===== config.mk =====
export PLATFORM = sky130hd
export DESIGN_NAME = fir_driver
export DESIGN_NICKNAME = d
export VERILOG_FILES = /design/src/rtl/fir_pkg.sv /design/src/rtl/fir_result_fifo.sv /design/src/rtl/fir_driver.sv
export SDC_FILE = /design/constraint.sdc
export NUM_CORES = 1
export LEC_CHECK = 0
export ABC_AREA = 1
export BUFFER_PORTS_ARGS = -buffer_cell sky130_fd_sc_hd__buf_2
export CORE_MARGIN = 4
export CORE_UTILIZATION = 61
export CTS_CLUSTER_DIAMETER = 100
export DETAILED_ROUTE_END_ITERATION = 7
export PLACE_DENSITY = 0.84
export SYNTH_ARGS = -nofsm -noshare
export SYNTH_HDL_FRONTEND = slang
export SYNTH_HIERARCHICAL = 1
export SYNTH_SLANG_ARGS = --single-unit

===== constraint.sdc =====
create_clock -name clk -period 6.5 [get_ports clk]
set_input_delay 0.975 -clock clk [delete_from_list [all_inputs] [get_ports clk]]
set_output_delay 0.975 -clock clk [all_outputs]
set_load 0.02 [all_outputs]

===== src/rtl/fir_pkg.sv =====
// Shared definitions for the fir filter sequencer: state encoding and default widths.
package fir_pkg;

  localparam int FIR_DATA_W = 8;
  localparam int FIR_OUT_W  = 16;

  typedef enum logic [2:0] {
    ST_IDLE   = 3'd0,
    ST_COEF   = 3'd1,
    ST_GAP    = 3'd2,
    ST_STREAM = 3'd3,
    ST_ERR    = 3'd4
  } fir_drv_state_t;

endpackage


===== src/rtl/fir_result_fifo.sv =====
// Result buffer between the fir output strobe and the downstream valid/ready port.
// A push at full is taken only when a pop happens in the same cycle.
module fir_result_fifo #(
  parameter int W     = 16,
  parameter int DEPTH = 4
) (
  input  logic                     clk,
  input  logic                     rst_n,
  input  logic                     push_i,
  input  logic [W-1:0]             push_data_i,
  input  logic                     pop_i,
  output logic [W-1:0]             pop_data_o,
  output logic                     full_o,
  output logic                     empty_o,
  output logic [$clog2(DEPTH):0]   count_o
);

  localparam int AW = $clog2(DEPTH);
  localparam int CW = AW + 1;

  logic [W-1:0]  mem_q [DEPTH];
  logic [AW-1:0] wr_ptr_q, wr_ptr_d;
  logic [AW-1:0] rd_ptr_q, rd_ptr_d;
  logic [CW-1:0] count_q, count_d;
  logic          do_push;
  logic          do_pop;

  assign empty_o = (count_q == '0);
  assign full_o  = (count_q == CW'(DEPTH));
  assign count_o = count_q;
  assign do_pop  = pop_i && !empty_o;
  assign do_push = push_i && (!full_o || do_pop);

  // Output reads as zero while empty so out_data idles at its reset value.
  assign pop_data_o = empty_o ? '0 : mem_q[rd_ptr_q];

  always_comb begin
    wr_ptr_d = wr_ptr_q;
    rd_ptr_d = rd_ptr_q;
    count_d  = count_q;
    if (do_push) wr_ptr_d = wr_ptr_q + AW'(1);
    if (do_pop)  rd_ptr_d = rd_ptr_q + AW'(1);
    case ({do_push, do_pop})
      2'b10:   count_d = count_q + CW'(1);
      2'b01:   count_d = count_q - CW'(1);
      default: count_d = count_q;
    endcase
  end

  always_ff @(posedge clk or negedge rst_n) begin
    if (!rst_n) begin
      wr_ptr_q <= '0;
      rd_ptr_q <= '0;
      count_q  <= '0;
    end else begin
      wr_ptr_q <= wr_ptr_d;
      rd_ptr_q <= rd_ptr_d;
      count_q  <= count_d;
    end
  end

  always_ff @(posedge clk) begin
    if (do_push) mem_q[wr_ptr_q] <= push_data_i;
  end

endmodule


===== src/rtl/fir_driver.sv =====
// Sequencer for the fir block: coefficient load, one idle gap, credit-limited sample
// stream, and buffered return of fir results over valid/ready.
module fir_driver
  import fir_pkg::*;
#(
  parameter int NUM_COEF   = 5,
  parameter int DATA_W     = FIR_DATA_W,
  parameter int OUT_W      = FIR_OUT_W,
  parameter int FIFO_DEPTH = 4
) (
  input  logic              clk,
  input  logic              reset,
  input  logic              load_coef,
  input  logic [DATA_W-1:0] in_data,
  input  logic              in_valid,
  output logic              in_ready,
  output logic [DATA_W-1:0] fir_data_in,
  output logic              fir_coef_enable,
  output logic              fir_sample_enable,
  input  logic [OUT_W-1:0]  fir_data_out,
  input  logic              fir_out_enable,
  input  logic              fir_error,
  output logic [OUT_W-1:0]  out_data,
  output logic              out_valid,
  input  logic              out_ready,
  output logic              busy,
  output logic              err,
  output logic              overrun
);

  localparam int CNT_W = $clog2(NUM_COEF) + 1;
  localparam int CW    = $clog2(FIFO_DEPTH) + 1;

  // Handshake: a word moves on any rising edge where valid and ready are both high.
  fir_drv_state_t    state_q, state_d;
  logic [CNT_W-1:0]  coef_cnt_q, coef_cnt_d;
  logic [CW-1:0]     outstanding_q, outstanding_d;
  logic [DATA_W-1:0] fir_data_q, fir_data_d;
  logic              coef_en_q, coef_en_d;
  logic              samp_en_q, samp_en_d;
  logic              err_q, err_d;
  logic              overrun_q, overrun_d;

  logic              accept;
  logic              issue;
  logic              pop;
  logic              drop;
  logic              fifo_full;
  logic              fifo_empty;
  logic [CW-1:0]     fifo_count;
  logic [CW:0]       in_flight;
  logic              credit_ok;

  fir_result_fifo #(
    .W     (OUT_W),
    .DEPTH (FIFO_DEPTH)
  ) u_fifo (
    .clk         (clk),
    .rst_n       (reset),
    .push_i      (fir_out_enable),
    .push_data_i (fir_data_out),
    .pop_i       (pop),
    .pop_data_o  (out_data),
    .full_o      (fifo_full),
    .empty_o     (fifo_empty),
    .count_o     (fifo_count)
  );

  assign out_valid = !fifo_empty;
  assign pop       = out_valid && out_ready;
  assign drop      = fir_out_enable && fifo_full && !pop;

  // Every result slot is either buffered or still inside the fir pipeline.
  assign in_flight = {1'b0, fifo_count} + {1'b0, outstanding_q};
  assign credit_ok = (in_flight < (CW + 1)'(FIFO_DEPTH));

  always_comb begin
    case (state_q)
      ST_COEF:   in_ready = 1'b1;
      ST_STREAM: in_ready = credit_ok;
      default:   in_ready = 1'b0;
    endcase
  end

  assign accept = in_valid && in_ready;

  always_comb begin
    state_d    = state_q;
    coef_cnt_d = coef_cnt_q;
    fir_data_d = fir_data_q;
    coef_en_d  = 1'b0;
    samp_en_d  = 1'b0;
    err_d      = err_q;
    overrun_d  = overrun_q;
    issue      = 1'b0;

    case (state_q)
      ST_IDLE: begin
        if (load_coef) begin
          state_d    = ST_COEF;
          coef_cnt_d = '0;
          err_d      = 1'b0;
          overrun_d  = 1'b0;
        end
      end
      ST_COEF: begin
        if (accept) begin
          fir_data_d = in_data;
          coef_en_d  = 1'b1;
          if (coef_cnt_q == CNT_W'(NUM_COEF - 1)) begin
            state_d    = ST_GAP;
            coef_cnt_d = '0;
          end else begin
            coef_cnt_d = coef_cnt_q + CNT_W'(1);
          end
        end
      end
      ST_GAP: state_d = ST_STREAM;
      ST_STREAM: begin
        // A word accepted alongside a reload is still issued; its result is captured.
        if (accept) begin
          fir_data_d = in_data;
          samp_en_d  = 1'b1;
          issue      = 1'b1;
        end
        if (load_coef) begin
          state_d    = ST_COEF;
          coef_cnt_d = '0;
          err_d      = 1'b0;
          overrun_d  = 1'b0;
        end
      end
      ST_ERR: begin
        if (load_coef) begin
          state_d    = ST_COEF;
          coef_cnt_d = '0;
          err_d      = 1'b0;
          overrun_d  = 1'b0;
        end
      end
      default: state_d = ST_IDLE;
    endcase

    if (drop) overrun_d = 1'b1;

    // Error overrides any reload or accept in the same cycle.
    if (fir_error) begin
      state_d    = ST_ERR;
      err_d      = 1'b1;
      coef_en_d  = 1'b0;
      samp_en_d  = 1'b0;
      issue      = 1'b0;
      fir_data_d = fir_data_q;
    end
  end

  always_comb begin
    case ({issue, fir_out_enable})
      2'b10:   outstanding_d = outstanding_q + CW'(1);
      2'b01:   outstanding_d = (outstanding_q == '0) ? '0 : outstanding_q - CW'(1);
      default: outstanding_d = outstanding_q;
    endcase
  end

  always_ff @(posedge clk or negedge reset) begin
    if (!reset) begin
      state_q       <= ST_IDLE;
      coef_cnt_q    <= '0;
      outstanding_q <= '0;
      fir_data_q    <= '0;
      coef_en_q     <= 1'b0;
      samp_en_q     <= 1'b0;
      err_q         <= 1'b0;
      overrun_q     <= 1'b0;
    end else begin
      state_q       <= state_d;
      coef_cnt_q    <= coef_cnt_d;
      outstanding_q <= outstanding_d;
      fir_data_q    <= fir_data_d;
      coef_en_q     <= coef_en_d;
      samp_en_q     <= samp_en_d;
      err_q         <= err_d;
      overrun_q     <= overrun_d;
    end
  end

  assign fir_data_in       = fir_data_q;
  assign fir_coef_enable   = coef_en_q;
  assign fir_sample_enable = samp_en_q;
  assign busy              = (state_q != ST_IDLE);
  assign err               = err_q;
  assign overrun           = overrun_q;

endmodule


==> impl_metrics.xml <==
<?xml version="1.0" encoding="UTF-8"?>
<metrics>
  <group name="global_route">
    <metric name="grt.overflow.total" unit="">0</metric>
    <metric name="initial_antenna_violation_count" unit="">0</metric>
    <metric name="grt_pass1_vias" unit="">2986</metric>
    <metric name="grt_start_max_net_pins" unit="">35</metric>
    <metric name="global_route_total_usage_across_every_layer" unit="">0.213</metric>
    <metric name="grt_pass1_wl" unit="microns">14000</metric>
  </group>
  <group name="yosys">
    <metric name="dominantRegCellSynth" unit="">edfxtp_1</metric>
    <metric name="synth.top_cell.area_share" unit="">0.456</metric>
    <metric name="edff_count_synth" unit="">64</metric>
    <metric name="synthesis.nets" unit="">442</metric>
    <metric name="synth.ff_latch_count" unit="">93</metric>
    <metric name="synth.cell_area" unit="sq mm">0.00422</metric>
    <metric name="post_synthesis_cell_type_count" unit="">31</metric>
    <metric name="proportion_of_register_bits_with_asynchronous_set_or_reset_after_synthesis" unit="">0.312</metric>
    <metric name="synth_cells" unit="">397</metric>
    <metric name="post_synth.cell_area_avg" unit="sq um">10.6</metric>
    <metric name="synth.yosys.seq_area_share" unit="">0.628</metric>
    <metric name="top_post_synthesis_cells_by_area" unit="">edfxtp_1, dfrtp_1, nor2_1</metric>
    <metric name="yosysWarnings" unit="">6</metric>
    <metric name="cell_accounting_for_the_most_synthesized_area" unit="">edfxtp_1</metric>
  </group>
  <group name="drt">
    <metric name="vias" unit="">2995</metric>
    <metric name="route.detailed.wl_per_inst" unit="microns">15.4</metric>
    <metric name="drt.antenna.violating_nets" unit="">0</metric>
    <metric name="route.detailed.drc" unit="">0</metric>
    <metric name="detail_route.vias_per_cell" unit="">5.49</metric>
    <metric name="detail_route.wirelength" unit="microns">8430</metric>
    <metric name="count_of_tritonroute_iterations_in_the_first_routing_pass" unit="">4</metric>
    <metric name="detail_route.iter0.violations" unit="">130</metric>
  </group>
  <group name="setup_path">
    <metric name="endpoint_arrival_time_on_the_critical_path" unit="ns">2.53</metric>
    <metric name="critical_path.endpoint_type" unit="">output port</metric>
    <metric name="timing.setup.critical_path_class" unit="">register to output port</metric>
    <metric name="timing.rr.end" unit="">u_fifo/mem_q[3][13]</metric>
    <metric name="worst_r2r_path_depth" unit="">7</metric>
    <metric name="critical_path_required" unit="ns">5.52</metric>
    <metric name="crit_fanout" unit="">34</metric>
    <metric name="timing.reg2reg.setup_slack" unit="ns">3.91</metric>
    <metric name="crit_path_start_kind" unit="">register</metric>
    <metric name="critical_path.reg2reg.startpoint" unit="">u_fifo/count_o[0]</metric>
  </group>
  <group name="sta">
    <metric name="slew_headroom" unit="">0.290</metric>
    <metric name="timing.clock.skew" unit="ns">0.0117</metric>
    <metric name="timing.final.setup_violations" unit="">0</metric>
    <metric name="tns" unit="ns">0</metric>
    <metric name="maxSlewViolCount" unit="">0</metric>
    <metric name="fin_hold_ws" unit="ns">0.476</metric>
    <metric name="period_share" unit="">0.539</metric>
    <metric name="timing.fmax" unit="MHz">285</metric>
    <metric name="hold_viol" unit="">0</metric>
    <metric name="setup_repair_after_global_routing_missed_its_margin" unit="">false</metric>
    <metric name="final_critical_period" unit="ns">3.50</metric>
    <metric name="timing_worst_slew_pin_value" unit="ns">1.07</metric>
  </group>
  <group name="clock_network">
    <metric name="cts_buffers" unit="">9</metric>
    <metric name="clockBufferDepth" unit="">2</metric>
    <metric name="insertion_delay" unit="ns">0.35</metric>
    <metric name="clockRootBuffer" unit="">clkbuf_8</metric>
    <metric name="tritoncts" unit="">yes</metric>
    <metric name="cts_clk_pin_slew_worst_paths" unit="ns">0.09</metric>
    <metric name="cts_sinks" unit="">93</metric>
    <metric name="cts-resized-gates" unit="">0</metric>
    <metric name="ctsHoldBuffers" unit="">0</metric>
    <metric name="htreeDepth" unit="">3</metric>
    <metric name="cts.repair_timing.setup_buffer_count" unit="">0</metric>
  </group>
  <group name="placement">
    <metric name="place_congestion" unit="">0.817</metric>
    <metric name="port_buffers" unit="">61</metric>
    <metric name="placedInstanceArea" unit="sq mm">0.00458</metric>
    <metric name="dp_hpwl" unit="microns">5810</metric>
    <metric name="dpl.cell_count" unit="">530</metric>
  </group>
  <group name="finish">
    <metric name="final_area" unit="sq mm">0.00477</metric>
    <metric name="area_growth_syn_to_layout" unit="%">13.1</metric>
    <metric name="layout-drive-gt1-share" unit="">0.236</metric>
    <metric name="layout.cells.non_filler" unit="">546</metric>
    <metric name="num_antenna_cells" unit="">0</metric>
    <metric name="finalNetCount" unit="">506</metric>
  </group>
  <group name="hold_path">
    <metric name="min-delay-path-class" unit="">register to register</metric>
    <metric name="timing.hold.worst_path_depth" unit="">2</metric>
    <metric name="hold_start" unit="">fir_data_in[7]</metric>
    <metric name="hold-path-endpoint" unit="">fir_data_in[7]</metric>
  </group>
  <group name="power">
    <metric name="design_power_total" unit="uW">2220</metric>
    <metric name="worst_ir_drop_vdd" unit="mV">0.259</metric>
    <metric name="seq_power_share" unit="">0.413</metric>
    <metric name="share_comb_of_total_power" unit="">0.418</metric>
    <metric name="sw_pwr" unit="uW">941</metric>
    <metric name="cellLeakagePower" unit="uW">0.00208</metric>
    <metric name="p_clk_frac" unit="">0.169</metric>
    <metric name="power.internal" unit="uW">1280</metric>
    <metric name="power-per-cell-area" unit="mW/mm^2">465</metric>
    <metric name="power.share.switching" unit="">0.424</metric>
  </group>
  <group name="floorplan">
    <metric name="core_region_area" unit="sq mm">0.00676</metric>
    <metric name="full_die_area" unit="sq mm">0.00831</metric>
    <metric name="die_w" unit="microns">91.1</metric>
    <metric name="fp-row-count" unit="">30</metric>
    <metric name="floorplan.die.height" unit="microns">91.1</metric>
    <metric name="floorplan.initialDensity" unit="">0.624</metric>
    <metric name="io-pin-count" unit="">62</metric>
  </group>
  <group name="job">
    <metric name="drv_cap" unit="">0</metric>
  </group>
  <group name="outcome">
    <metric name="run_status" unit="">finished clean</metric>
  </group>
</metrics>
[cells by family after synthesis]
| family | synth area share |
|---|---|
| adder cells (fa/ha/maj) | 0.0433 |
| AND/OR/NAND/NOR | 0.182 |
| AO/OA/AOI/OAI | 0.0875 |
| multiplexers | 0.00267 |
| buffers and inverters | 0.0502 |
| flip-flops | 0.628 |
| XOR/XNOR | 0.00623 |
[worst max-delay path, stage by stage, from the launching register on]
cell     delay, ns
dfrtp_1       1.05
inv_2         0.48
o21ai_0       0.35
a21oi_1       0.12
buf_2         0.18
[state kept, by name (all words and copies together) (netlist names), 2 cells and up]
name and flops:
fir_data_in 8, coef_cnt_q 4, state_q 3, u_fifo/wr_ptr_q 2, u_fifo/mem_q 64, u_fifo/rd_ptr_q 2
u_fifo/count_o 3, outstanding_q 3
[layout make-up]
class	instances	area, sq um
multi-input combinational	255	1360
clock buffer	10	128
clock inverter	6	62.6
inverter	37	139
fill	495	1990
sequential	93	2650
timing repair buffer	65	335
tap	80	100
[cells in the final DEF (no fill, tap or decap)]
master	count
buf_4	4
inv_2	10
buf_2	61
nand2_1	49
edfxtp_1	64
dfrtp_1	29
o21ai_0	34
fa_1	1
ha_1	13
a22oi_1	1
nand2_2	5
nor2_2	2
nand3_1	12
nand2_4	2
nand3_2	3
a21oi_1	24
clkbuf_8	9
or2_2	1
clkinv_2	3
clkbuf_1	1
o21ai_4	1
inv_1	27
o21ai_2	2
nand2_8	1
o21ai_1	6
inv_6	1
clkinv_4	1
a21o_1	1
bufinv_16	1
mux2_2	1
nor2_4	1
nor2_1	79
nand4_1	11
nand3_4	1
nand3b_1	1
xor2_1	3
[metal layers]
metal | GRT usage | vias to the layer above | routed length, microns
li1 | - | 1462 | -
met1 | 0.270 | 1434 | 3470
met2 | 0.352 | 81 | 4300
met3 | 0.0406 | 18 | 449
met4 | 0.108 | 0 | 198
met5 | 0 | - | 0
[stage by stage]
stage                     utilization  worst slack (ns)
after CTS                       0.706              3.04
after detailed placement        0.678              3.46
after global routing            0.706              2.80
after global placement          0.678              3.56
after floorplan                     -              3.95
final                           0.706              3.00
[how the worst max path moves through the flow]
| stage | start | to | slack, ns |
|---|---|---|---|
| floorplan | out_ready | u_fifo/mem_q[0][0] | 3.95 |
| detailed placement | u_fifo/rd_ptr_q[0] | out_data[8] | 3.46 |
| CTS | u_fifo/rd_ptr_q[0] | out_data[3] | 3.04 |
| global placement | u_fifo/rd_ptr_q[0] | out_data[3] | 3.56 |
| global route | u_fifo/rd_ptr_q[0] | out_data[8] | 2.80 |
| finish | u_fifo/rd_ptr_q[0] | out_data[8] | 3.00 |
[cell usage after synthesis (6+ instances only)]
library cell	n
inv_1	27
nand4_1	11
dfrtp_1	29
o21ai_0	34
edfxtp_1	64
inv_2	10
a21oi_1	24
o21ai_1	6
nor2_1	79
nand3_1	12
nand2_1	49
ha_1	13
[power by group through the flow]
stage | Clock [uW] | Sequential [uW] | Combinational [uW]
floorplan | 0 | 892 | 698
global placement | 0 | 919 | 889
detailed placement | 0 | 927 | 926
CTS | 380 | 915 | 934
global route | 410 | 937 | 1030
finish | 375 | 917 | 928
No activity file was read; power rests on OpenSTA's default activity.
